`config.mk`:
```
export PLATFORM = sky130hd
export DESIGN_NAME = serial_bus_arbiter_flat
export DESIGN_NICKNAME = d
export VERILOG_FILES = /design/src/rtl/serial_bus_arbiter_if.sv /design/src/rtl/serial_bus_arbiter.sv /design/src/flat_wrapper.sv
export SDC_FILE = /design/constraint.sdc
export NUM_CORES = 1
export LEC_CHECK = 0
export CAP_MARGIN = 20
export CORE_MARGIN = 2
export CORE_UTILIZATION = 30
export DETAILED_ROUTE_END_ITERATION = 10
export GPL_ROUTABILITY_DRIVEN = 0
export SLEW_MARGIN = 20
export SYNTH_ARGS = -nofsm -noshare
export SYNTH_HDL_FRONTEND = slang
export SYNTH_SLANG_ARGS = --single-unit
```
`constraint.sdc`:
```
create_clock -name clk -period 2.5 [get_ports clk]
set_input_delay 0.5 -clock clk [delete_from_list [all_inputs] [get_ports clk]]
set_output_delay 0.5 -clock clk [all_outputs]
set_load 0.005 [all_outputs]
```
`src/rtl/serial_bus_arbiter_if.sv`:
```
// Requester-side and transceiver-side signals of the serial bus arbiter.
// The arbiter uses the master view; the requesters and transceiver model use slave.
interface serial_bus_arbiter_if;
    logic [3:0]  req;
    logic [3:0]  dir;
    logic [31:0] tx_data;
    logic [3:0]  gnt;
    logic [3:0]  done;
    logic [3:0]  err;
    logic [7:0]  rx_data;
    logic        bus_tEN;
    logic        bus_rEN;
    logic [7:0]  bus_tDP;
    logic        bus_tDONE;
    logic        bus_rDONE;
    logic [7:0]  bus_rDP;
    logic [15:0] bus_cycle;

    modport master (
        input  req, dir, tx_data, bus_tDONE, bus_rDONE, bus_rDP,
        output gnt, done, err, rx_data, bus_tEN, bus_rEN, bus_tDP, bus_cycle
    );

    modport slave (
        output req, dir, tx_data, bus_tDONE, bus_rDONE, bus_rDP,
        input  gnt, done, err, rx_data, bus_tEN, bus_rEN, bus_tDP, bus_cycle
    );
endinterface

```
`src/rtl/serial_bus_arbiter.sv`:
```
// Round-robin arbiter granting four requesters one at a time onto a shared
// serial transceiver, with start strobes, completion-edge detection and timeout.
//
// state | meaning
// IDLE  | waiting for any request; picks next requester from ptr upward
// GRANT | grant held; direction and transmit byte captured
// START | one-cycle tEN or rEN strobe to the transceiver
// WAIT  | watching the selected DONE level for a fresh 0->1 edge, or timeout
// FIN   | done pulse to the granted requester; grant released afterwards
module serial_bus_arbiter #(
    parameter int          CYCLE   = 16,
    parameter logic [15:0] TIMEOUT = 16'd1024
) (
    input  logic                  clk,
    input  logic                  rst_n,
    serial_bus_arbiter_if.master  bus
);

    localparam logic [2:0] IDLE  = 3'd0;
    localparam logic [2:0] GRANT = 3'd1;
    localparam logic [2:0] START = 3'd2;
    localparam logic [2:0] WAIT  = 3'd3;
    localparam logic [2:0] FIN   = 3'd4;

    localparam logic [15:0] TOUT_LAST = TIMEOUT - 16'd1;

    logic [2:0]  state;
    logic [1:0]  ptr;
    logic [1:0]  sel;
    logic [1:0]  pick;
    logic [1:0]  idx;
    logic        curDir;
    logic        doneQ;
    logic        doneLvl;
    logic        doneEdge;
    logic        toutHit;
    logic [15:0] toutCnt;

    assign bus.bus_cycle = 16'(CYCLE);

    // Scan from the highest rotated offset down so the nearest request to ptr wins.
    always_comb begin
        pick = ptr;
        idx  = ptr;
        for (int k = 3; k >= 0; k--) begin
            idx = ptr + 2'(k);
            if (bus.req[idx]) begin
                pick = idx;
            end
        end
    end

    assign doneLvl  = curDir ? bus.bus_tDONE : bus.bus_rDONE;
    assign doneEdge = doneLvl & ~doneQ;
    // Counter holds the number of WAIT cycles already spent; the next one reaches TIMEOUT.
    assign toutHit  = (toutCnt == TOUT_LAST);

    always_ff @(posedge clk) begin
        if (!rst_n) begin
            state       <= IDLE;
            ptr         <= 2'd0;
            sel         <= 2'd0;
            curDir      <= 1'b0;
            doneQ       <= 1'b0;
            toutCnt     <= 16'd0;
            bus.gnt     <= 4'd0;
            bus.done    <= 4'd0;
            bus.err     <= 4'd0;
            bus.rx_data <= 8'h00;
            bus.bus_tEN <= 1'b0;
            bus.bus_rEN <= 1'b0;
            bus.bus_tDP <= 8'h00;
        end else begin
            bus.done    <= 4'd0;
            bus.err     <= 4'd0;
            bus.bus_tEN <= 1'b0;
            bus.bus_rEN <= 1'b0;
            case (state)
                IDLE: begin
                    if (|bus.req) begin
                        sel     <= pick;
                        bus.gnt <= 4'b0001 << pick;
                        state   <= GRANT;
                    end
                end
                GRANT: begin
                    curDir      <= bus.dir[sel];
                    bus.bus_tDP <= bus.tx_data[{sel, 3'b000} +: 8];
                    bus.bus_tEN <= bus.dir[sel];
                    bus.bus_rEN <= ~bus.dir[sel];
                    toutCnt     <= 16'd0;
                    state       <= START;
                end
                START: begin
                    // Seed the edge detector so a DONE already high on entry is not a completion.
                    doneQ <= doneLvl;
                    state <= WAIT;
                end
                WAIT: begin
                    doneQ <= doneLvl;
                    if (doneEdge) begin
                        // Received byte is registered alongside done so both are valid in FIN.
                        if (!curDir) begin
                            bus.rx_data <= bus.bus_rDP;
                        end
                        bus.done <= bus.gnt;
                        state    <= FIN;
                    end else if (toutHit) begin
                        bus.err <= bus.gnt;
                        bus.gnt <= 4'd0;
                        ptr     <= sel + 2'd1;
                        state   <= IDLE;
                    end else begin
                        toutCnt <= toutCnt + 16'd1;
                    end
                end
                FIN: begin
                    bus.gnt <= 4'd0;
                    ptr     <= sel + 2'd1;
                    state   <= IDLE;
                end
                default: begin
                    bus.gnt <= 4'd0;
                    state   <= IDLE;
                end
            endcase
        end
    end

    assert property (@(posedge clk) $onehot0(bus.gnt));
    assert property (@(posedge clk) !((|bus.done) && (|bus.err)));
    assert property (@(posedge clk) !(bus.bus_tEN && bus.bus_rEN));

endmodule

```
`src/flat_wrapper.sv`:
```
// flat-port wrapper written by rule: the top's interface ports become plain ports
module serial_bus_arbiter_flat 
#(
    parameter int          CYCLE   = 16,
    parameter logic [15:0] TIMEOUT = 16'd1024
)
  (clk, rst_n, bus_req, bus_dir, bus_tx_data, bus_bus_tDONE, bus_bus_rDONE, bus_bus_rDP, bus_gnt, bus_done, bus_err, bus_rx_data, bus_bus_tEN, bus_bus_rEN, bus_bus_tDP, bus_bus_cycle);
  serial_bus_arbiter_if bus_i ();
  input  logic clk;
  input  logic rst_n;
  input wire logic [$bits(bus_i.req)-1:0] bus_req;
  input wire logic [$bits(bus_i.dir)-1:0] bus_dir;
  input wire logic [$bits(bus_i.tx_data)-1:0] bus_tx_data;
  input wire logic [$bits(bus_i.bus_tDONE)-1:0] bus_bus_tDONE;
  input wire logic [$bits(bus_i.bus_rDONE)-1:0] bus_bus_rDONE;
  input wire logic [$bits(bus_i.bus_rDP)-1:0] bus_bus_rDP;
  output wire logic [$bits(bus_i.gnt)-1:0] bus_gnt;
  output wire logic [$bits(bus_i.done)-1:0] bus_done;
  output wire logic [$bits(bus_i.err)-1:0] bus_err;
  output wire logic [$bits(bus_i.rx_data)-1:0] bus_rx_data;
  output wire logic [$bits(bus_i.bus_tEN)-1:0] bus_bus_tEN;
  output wire logic [$bits(bus_i.bus_rEN)-1:0] bus_bus_rEN;
  output wire logic [$bits(bus_i.bus_tDP)-1:0] bus_bus_tDP;
  output wire logic [$bits(bus_i.bus_cycle)-1:0] bus_bus_cycle;
  assign bus_i.req = bus_req;
  assign bus_i.dir = bus_dir;
  assign bus_i.tx_data = bus_tx_data;
  assign bus_i.bus_tDONE = bus_bus_tDONE;
  assign bus_i.bus_rDONE = bus_bus_rDONE;
  assign bus_i.bus_rDP = bus_bus_rDP;
  assign bus_gnt = bus_i.gnt;
  assign bus_done = bus_i.done;
  assign bus_err = bus_i.err;
  assign bus_rx_data = bus_i.rx_data;
  assign bus_bus_tEN = bus_i.bus_tEN;
  assign bus_bus_rEN = bus_i.bus_rEN;
  assign bus_bus_tDP = bus_i.bus_tDP;
  assign bus_bus_cycle = bus_i.bus_cycle;
  serial_bus_arbiter #(.CYCLE(CYCLE), .TIMEOUT(TIMEOUT)) u_core (.clk(clk), .rst_n(rst_n), .bus(bus_i));
endmodule
```
After elaboration in Yosys (flattened, before gate mapping) --
Index checks and enable logic that the tools add are counted. Widths: inputs -> output; s select.
Word-level totals: register bits 55, input port bits 52, output and inout port bits 46, word-level logic and storage cells 87
Operators by class: add/subtract/negate cells 5, $lt $le $gt $ge 5, eq/ne operators 10, shifts and indexed selects 2, muxes and demuxes 29, bitwise operators 8, reduce and logical (&&, ||, !) cells 15
Operator list (number):
- $mux 16 | 2
- $pmux 16 s2 | 1
- $shiftx 32x6->8 | 1
- $add 16x1->16 const B | 1
- $eq 16x10->1 const B | 1
- $lt 2x3->1 const B | 5
- $mux 2 | 6
- $mux 4 | 3
- $pmux 3 s4 | 1
- $pmux 4 s3 | 1
- $reduce_and 3->1 | 4
- $bmux 1 s2 | 5
- $mux 3 | 3
- $reduce_or 4->1 | 2
- $not 1->1 | 7
- $eq 3x2->1 const B | 2
- $mux 1 | 6
- $reduce_and 2->1 | 3
- $add 2x1->2 const B | 2
- $add 2x2->2 const B | 2
- $ne 2x1->1 const B | 2
- $ne 2x2->1 const B | 2
- $pmux 2 s2 | 1
- $reduce_and 4->1 | 1
- other kinds (8) | 10

Logic depth before layout (Yosys ltp) --
Gate-level depths: netlist of run 1.
depth in word-level cells 10, depth in mapped cells 7, depth with buffers taken out 6

Least setup slack after synthesis of run 1 --
OpenSTA, ideal clock, no wires.
kind register to register, from register u_core.curDir, to register u_core.toutCnt[11], setup time 0.116 ns, arrival time 1.620 ns, data required time 2.384 ns, path slack 0.764 ns, stages on the path, launching flop included 6, buffers on the path 0, period minus slack after synthesis 1.736 ns, cells stage by stage dfxtp_1 mux2i_4 o211ai_1 nor3_2 a31oi_1 a41o_1
On the way: longest elaborated chain between the ends 4
Ends and longest elaborated chain:
- start, declared | RTL line serial_bus_arbiter.sv:32 | logic curDir;
- start signal, assigned | RTL line serial_bus_arbiter.sv:87 | curDir <= bus.dir[sel];
- $mux 1 | RTL line serial_bus_arbiter.sv:53 | assign doneLvl = curDir ? bus.bus_tDONE : bus.bus_rDONE;
- $and 1x1->1 | RTL line serial_bus_arbiter.sv:54 | assign doneEdge = doneLvl & ~doneQ;
- $ne 2x2->1 (no source line)
- $reduce_and 3->1 (no source line)
- end signal, assigned | RTL line serial_bus_arbiter.sv:114 | toutCnt <= toutCnt + 16'd1;
- end, declared | RTL line serial_bus_arbiter.sv:37 | logic [15:0] toutCnt;
Every way passes these cells. A chain may end at the register's enable or synchronous reset.

Worst setup path in the final report of run 1 --
from input port bus_req[1], to register u_core.bus.gnt[0]
On the way: longest elaborated chain between the ends 9, elaborated cells on any way between the ends 18, classes of those cells 1 x eq/ne; 1 x shift; 14 x mux; 2 x reduce/logical
Ends and longest elaborated chain:
- start, declared | RTL line flat_wrapper.sv:11 | input wire logic [$bits(bus_i.req)-1:0] bus_req;
- $bmux 1 s2 | RTL line serial_bus_arbiter.sv:47 | if (bus.req[idx]) begin
- $mux 1 (not written as such) | RTL line serial_bus_arbiter.sv:47
- $mux 2 (4 in a row) | RTL line serial_bus_arbiter.sv:47
- $shl 1x2->4 | RTL line serial_bus_arbiter.sv:82 | bus.gnt <= 4'b0001 << pick;
- $mux 4 | RTL line serial_bus_arbiter.sv:80 | if (|bus.req) begin
- $pmux 4 s3 | RTL line serial_bus_arbiter.sv:78 | case (state)
- end signal, assigned | RTL line serial_bus_arbiter.sv:82
- end, declared | RTL line serial_bus_arbiter_if.sv:21 | output gnt, done, err, rx_data, bus_tEN, bus_rEN, bus_tDP, bus_cycle
Parallel ways exist; a longest one is shown, timed or not. The select of a mux whose other input is x is not followed.

==> flow_summary.json, run 1 <==
{
  "fp.dieW_um": 98.0,
  "period_share_pct": 81.2,
  "arrival_ps": 2230,
  "synth_cell_types": 51,
  "synth-edff-count": 0,
  "dieArea_um2": 9610,
  "sw_frac_of_total_pct": 24.5,
  "drt_first_pass_iters": 4,
  "synth_seq_area_share_pct": 41.5,
  "finalSetupViolations": 0,
  "maxCapViolations": 0,
  "netlist_instances": 282,
  "holdWs_ps": 464,
  "vdd_drop_max_mv": 0.233,
  "totalWireLength_um": 6250,
  "synth_top_flop_cell": "dfxtp_1",
  "grt_pass1_vias": 2250,
  "initial_core_util_pct": 30.7,
  "max_slew_margin_pct": 52.9,
  "antenna_found_initial": 0,
  "grt_max_degree": 16,
  "rsz0062_at_grt": "no",
  "status": "finished, final reports clean",
  "hold_path.class": "reg -> reg",
  "synth_area_per_cell_um2": 9.40,
  "first_iter_violations": 94,
  "post_cts_buffers": 0,
  "cts_made_buffers": 5,
  "p_sw_w": 0.000438,
  "worst-path-max-fanout": 5,
  "hold_viol_final": 0,
  "drive_above_1_share_pct": 10.4,
  "ys_seq_elements": 55,
  "rows": 34,
  "critPathKind": "in -> reg",
  "holdPathStages": 2,
  "async_flop_share_pct": 0,
  "drt.antenna.violating_nets": 0,
  "fin_util_pct": 42.2,
  "dp_hpwl_um": 4820,
  "wl_per_cell_um": 13.2,
  "startpoint_type": "primary input",
  "clk_latency_ps": 310,
  "combPwrFrac_pct": 18.1,
  "drv_slew": 0,
  "cts_hold_buf": 0,
  "final_cells": 474,
  "routed_via_density": 4.77,
  "clockRootBuffer": "clkbuf_8",
  "htreeDepth": 2,
  "overflow": 0,
  "setup-tns-final_ps": 0,
  "drcViolationCount": 0,
  "crit_path_end_kind": "register",
  "clkTransAtPathRegs_ps": 90,
  "tightest_slew_ps": 700,
  "pin_count": 98,
  "crit_required_ps": 2700,
  "clock_skew_ps": 8.78,
  "antennaDiodeCount": 0,
  "cts_resized": 0,
  "dp_cells": 466,
  "final_common_cell": "clkdlybuf4s50_1",
  "most-common-layout-cells": "clkdlybuf4s50_1, dfxtp_1, nor2_1, nand2_1",
  "finalCriticalPeriod_ps": 2030,
  "timing.fmax_mhz": 493,
  "nets": 418,
  "clkPwrFrac_pct": 29.5,
  "port_buffers": 81,
  "syn_area_um2": 2650,
  "power_leakage_nw": 1.29,
  "die_h_um": 98.0,
  "rrSetupSlack_ps": 490,
  "rr_worst_depth": 6,
  "cts.sinks": 55,
  "p_per_area_nw_per_um2": 491,
  "track_usage_pct": 13.3,
  "clk_path_buf_depth": 2,
  "p_int_w": 0.00135,
  "pwr-share-seq_pct": 52.4,
  "syn_to_final_growth_pct": 37.4,
  "dr_total_vias": 2259,
  "core_um2": 8640,
  "grt_pass1_wl_um": 10700,
  "cts_tree": "done",
  "yosysWarnings": 0
}
cell families after synthesis:
kind of cell               after synthesis  synth area share [%]
buffers and inverters                   35                  7.69
muxes                                   20                  12.3
adders and majority gates                1                 0.472
DFF                                     55                  41.5
other                                    2                 0.283
xor gates and xnor gates                12                  3.96
and+or+nand+nor                        112                  22.6
AOI/OAI and AO/OA                       45                  11.1
power groups by stage:
stage / clock [W] / combinational [W] / sequential, W
after floorplan: 0 / 0.000188 / 0.000946
after global placement: 0 / 0.000321 / 0.000958
after detailed placement: 0 / 0.000325 / 0.000959
after CTS: 0.000552 / 0.000325 / 0.000938
after global routing: 0.000590 / 0.000353 / 0.000945
final: 0.000528 / 0.000323 / 0.000937
routing by layer:
| layer | global-route usage (%) | share of wire, % | routed length, um | vias to the layer above |
|---|---|---|---|---|
| li1 | - | - | - | 1143 |
| met1 | 17.3 | 47 | 2920 | 1053 |
| met2 | 22.7 | 48 | 3000 | 58 |
| met3 | 2.00 | 3.8 | 239 | 5 |
| met4 | 4.49 | 1.5 | 93 | 0 |
| met5 | 0 | 0 | 0 | - |
state kept, by name, summed over array words and instances, names as in the netlist:
| name | cells |
|---|---|
| u_core.bus.err | 4 |
| u_core.bus.bus_tDP | 8 |
| u_core.sel | 2 |
| u_core.bus.gnt | 4 |
| u_core.bus.rx_data | 8 |
| u_core.toutCnt | 16 |
| u_core.bus.bus_tEN | 1 |
| u_core.ptr | 2 |
| u_core.state | 3 |
| u_core.doneQ | 1 |
| u_core.curDir | 1 |
| u_core.bus.bus_rEN | 1 |
| u_core.bus.done | 4 |
metrics by stage:
stage	cell area (um^2)	power (W)	setup slack (ps)
final	3640	0.00179	471
after floorplan	2700	0.00113	764
after global placement	3540	0.00128	227
after detailed placement	3540	0.00128	168
after global routing	3640	0.00189	236
after CTS	3640	0.00182	503
cell type report:
type                            instances  area (um^2)
Fill cell                             857         4990
Tap cell                              108          135
Sequential cell                        55         1100
Clock buffer                            8          100
Inverter                                6         22.5
Multi-Input combinational cell        206         1400
Timing Repair Buffer                   91          886
Yosys cell counts (2+ instances only):
master / number / share of area (%)
and4_1: 2 / 0.66
mux2i_1: 9 / 3.4
o21ai_0: 5 / 0.94
and3_1: 8 / 1.9
o211ai_1: 2 / 0.57
nand3_1: 7 / 1.3
nand2_1: 25 / 3.5
clkbuf_1: 9 / 1.3
nor4_4: 2 / 1.6
buf_4: 19 / 5.4
a32o_1: 2 / 0.76
nand4_1: 2 / 0.47
nor3_2: 2 / 0.76
nor3_1: 7 / 1.3
inv_1: 5 / 0.71
and2_1: 4 / 0.94
a21oi_1: 16 / 3.0
xnor2_1: 11 / 3.6
dfxtp_1: 55 / 42
mux4_2: 9 / 7.6
o2bb2ai_1: 2 / 0.66
nor2_1: 34 / 4.8
nor4_1: 6 / 1.4
o21ai_1: 2 / 0.38
a211oi_1: 2 / 0.57
a31oi_1: 3 / 0.71
a41o_1: 2 / 0.76
o22ai_1: 4 / 0.94
conb_1: 2 / 0.28
nor3b_1: 3 / 0.85
worst max-delay path, cell delays in order:
cell and delay, ps:
clkdlybuf4s50_1 490, nor4_1 570, nor4_1 200, nor2b_1 200, a32o_1 280
worst paths after layout:
check / startpoint / endpoint
max reg2reg: u_core.toutCnt[11]$_SDFFE_PN0P_ / u_core.toutCnt[7]$_SDFFE_PN0P_
min reg2reg: u_core.bus.bus_tDP[4]$_SDFFE_PN0N_ / u_core.bus.bus_tDP[4]$_SDFFE_PN0N_
min: u_core.bus.bus_tDP[4]$_SDFFE_PN0N_ / u_core.bus.bus_tDP[4]$_SDFFE_PN0N_
max: bus_req[1] / u_core.bus.gnt[0]$_SDFFE_PN0P_
Note: power is estimated with default switching activity, not from simulation.
==> run 2, diff against run 1 <==
==> constraint.sdc (replaced) <==
create_clock -name clk -period 1.9 [get_ports clk]
set_input_delay 0.38 -clock clk [delete_from_list [all_inputs] [get_ports clk]]
set_output_delay 0.38 -clock clk [all_outputs]
set_load 0.005 [all_outputs]
==> run 2 against run 1 <==
Sequential share of layout area is 1.5 points lower. Core utilization is 2.3 points higher. Die area stayed put. Final area is 5.4% higher. Critical path type is now reg -> reg. Cell count is 4.9% higher. Critical endpoint is now u_core.toutCnt[4]$_SDFFE_PN0P_. Count of clock-buffer cells in the layout is 3 lower.
==> flow_summary.json, run 2 (synthesized netlist as in run 1, its figures left out) <==
{
  "dieArea_um2": 9610,
  "wl_per_cell_um": 12.7,
  "worst-path-max-fanout": 5,
  "holdCritStartpoint": "u_core.bus.bus_tDP[2]$_SDFFE_PN0N_",
  "maxCapViolations": 0,
  "overflow": 0,
  "regMostFlops": "u_core.toutCnt",
  "finalCriticalPeriod_ps": 1830,
  "antenna_found_initial": 0,
  "grt_pass1_wl_um": 10600,
  "status": "finished, final reports clean",
  "period_share_pct": 96.2,
  "core_um2": 8640,
  "htreeDepth": 2,
  "vdd_drop_max_mv": 0.336,
  "die_h_um": 98.0,
  "clkTransAtPathRegs_ps": 110,
  "crit_path_end_kind": "register",
  "port_buffers": 81,
  "grt_max_degree": 21,
  "p_per_area_nw_per_um2": 622,
  "crit_required_ps": 2120,
  "final_common_cell": "clkdlybuf4s50_1",
  "most-common-layout-cells": "clkdlybuf4s50_1, dfxtp_1, nor2_1, buf_4, nand2_1",
  "routed_via_density": 4.77,
  "initial_core_util_pct": 30.7,
  "dp_cells": 485,
  "drcViolationCount": 0,
  "fp.dieW_um": 98.0,
  "timing.fmax_mhz": 547,
  "syn_to_final_growth_pct": 44.8,
  "clk_latency_ps": 320,
  "cts.sinks": 55,
  "antennaDiodeCount": 0,
  "startpoint_type": "register",
  "totalWireLength_um": 6300,
  "drive_above_1_share_pct": 17.2,
  "clockRootBuffer": "clkbuf_8",
  "power_w": 0.00239,
  "rows": 34,
  "final_cells": 497,
  "largest_reg_flops": 16,
  "cts_made_buffers": 5,
  "cts_hold_buf": 0,
  "rrSetupSlack_ps": 70,
  "power_leakage_nw": 1.43,
  "clock_skew_ps": 9.31,
  "pin_count": 98,
  "layout_setup_ws_ps": 73.1,
  "nets": 441,
  "drv_slew": 0,
  "crit_start": "u_core.toutCnt[15]$_SDFFE_PN0P_",
  "track_usage_pct": 13.2,
  "dp_hpwl_um": 5030,
  "first_iter_violations": 50,
  "drt.antenna.violating_nets": 0,
  "grt_pass1_vias": 2300,
  "drt_first_pass_iters": 4,
  "rsz0062_at_grt": "no",
  "finalSetupViolations": 0,
  "dr_total_vias": 2370,
  "top_regs": "u_core.toutCnt (16), u_core.bus.bus_tDP (8), u_core.bus.rx_data (8)",
  "hold_viol_final": 0,
  "cts_tree": "done",
  "dp_slack_ps": -174,
  "arrival_ps": 2050,
  "r2r_start": "u_core.toutCnt[15]$_SDFFE_PN0P_",
  "hold_path.class": "reg -> reg",
  "critPathKind": "reg -> reg",
  "clk_path_buf_depth": 2
}
==> run 2: path summary, 6_finish.rpt <==
check / cells past startpoint / endpoint
worst max-delay path: 7 / u_core.toutCnt[4]$_SDFFE_PN0P_
worst min-delay path: 2 / u_core.bus.bus_tDP[2]$_SDFFE_PN0N_
worst max register to register: 7 / u_core.toutCnt[4]$_SDFFE_PN0P_
worst min register to register: 2 / u_core.bus.bus_tDP[2]$_SDFFE_PN0N_
==> run 2: power by group <==
part | switching [W] | internal (W) | leakage, nW
clock | 0.000427 | 0.000281 | 0.0519
sequential | 0.0000404 | 0.00120 | 0.447
combinational | 0.000177 | 0.000268 | 0.930
==> run 2: layer usage <==
layer  GRT usage [%]  vias to the layer above  share of wire [%]
li1                -                     1201                  -
met1            16.8                     1112                 45
met2            22.7                       49                 50
met3            2.15                        8                3.5
met4            4.49                        0                1.3
met5               0                        -                  0
==> run 2: worst max-delay path, cell delays in order (launching register included) <==
cell and delay [ps]:
dfxtp_1 330, or3b_2 530, nor4_4 210, buf_4 180, clkdlybuf4s15_2 230, nor3_1 60
xnor2_1 150, nor2_1 50
==> run 2: metrics by stage <==
step / instance area [um^2] / TNS (ps) / utilization [%] / hold WS, ps
3_5_place_dp: 3690 / -1570 / 42.7 / 453
3_3_place_gp: 3690 / -906 / 42.7 / 450
4_1_cts: 3790 / 0 / 43.9 / 467
6_report: 3840 / 0 / 44.5 / 462
2_1_floorplan: 2700 / 0 / - / 453
5_1_grt: 3840 / 0 / 44.5 / 486
==> run 2: repair_timing <==
item	4_1_cts	5_1_grt
endpoints found under the setup margin	1	14
pin swaps	1	2
gates cloned	0	1
buffers inserted	0	3
gates resized for setup	0	6
==> run 2: final cells by class <==
cell class	instances	area (um^2)
sequential	55	1100
fill	848	4800
multi-input combinational	206	1410
clock inverter	3	33.8
inverter	6	22.5
clock buffer	5	68.8
tap	108	135
timing repair buffer	114	1060
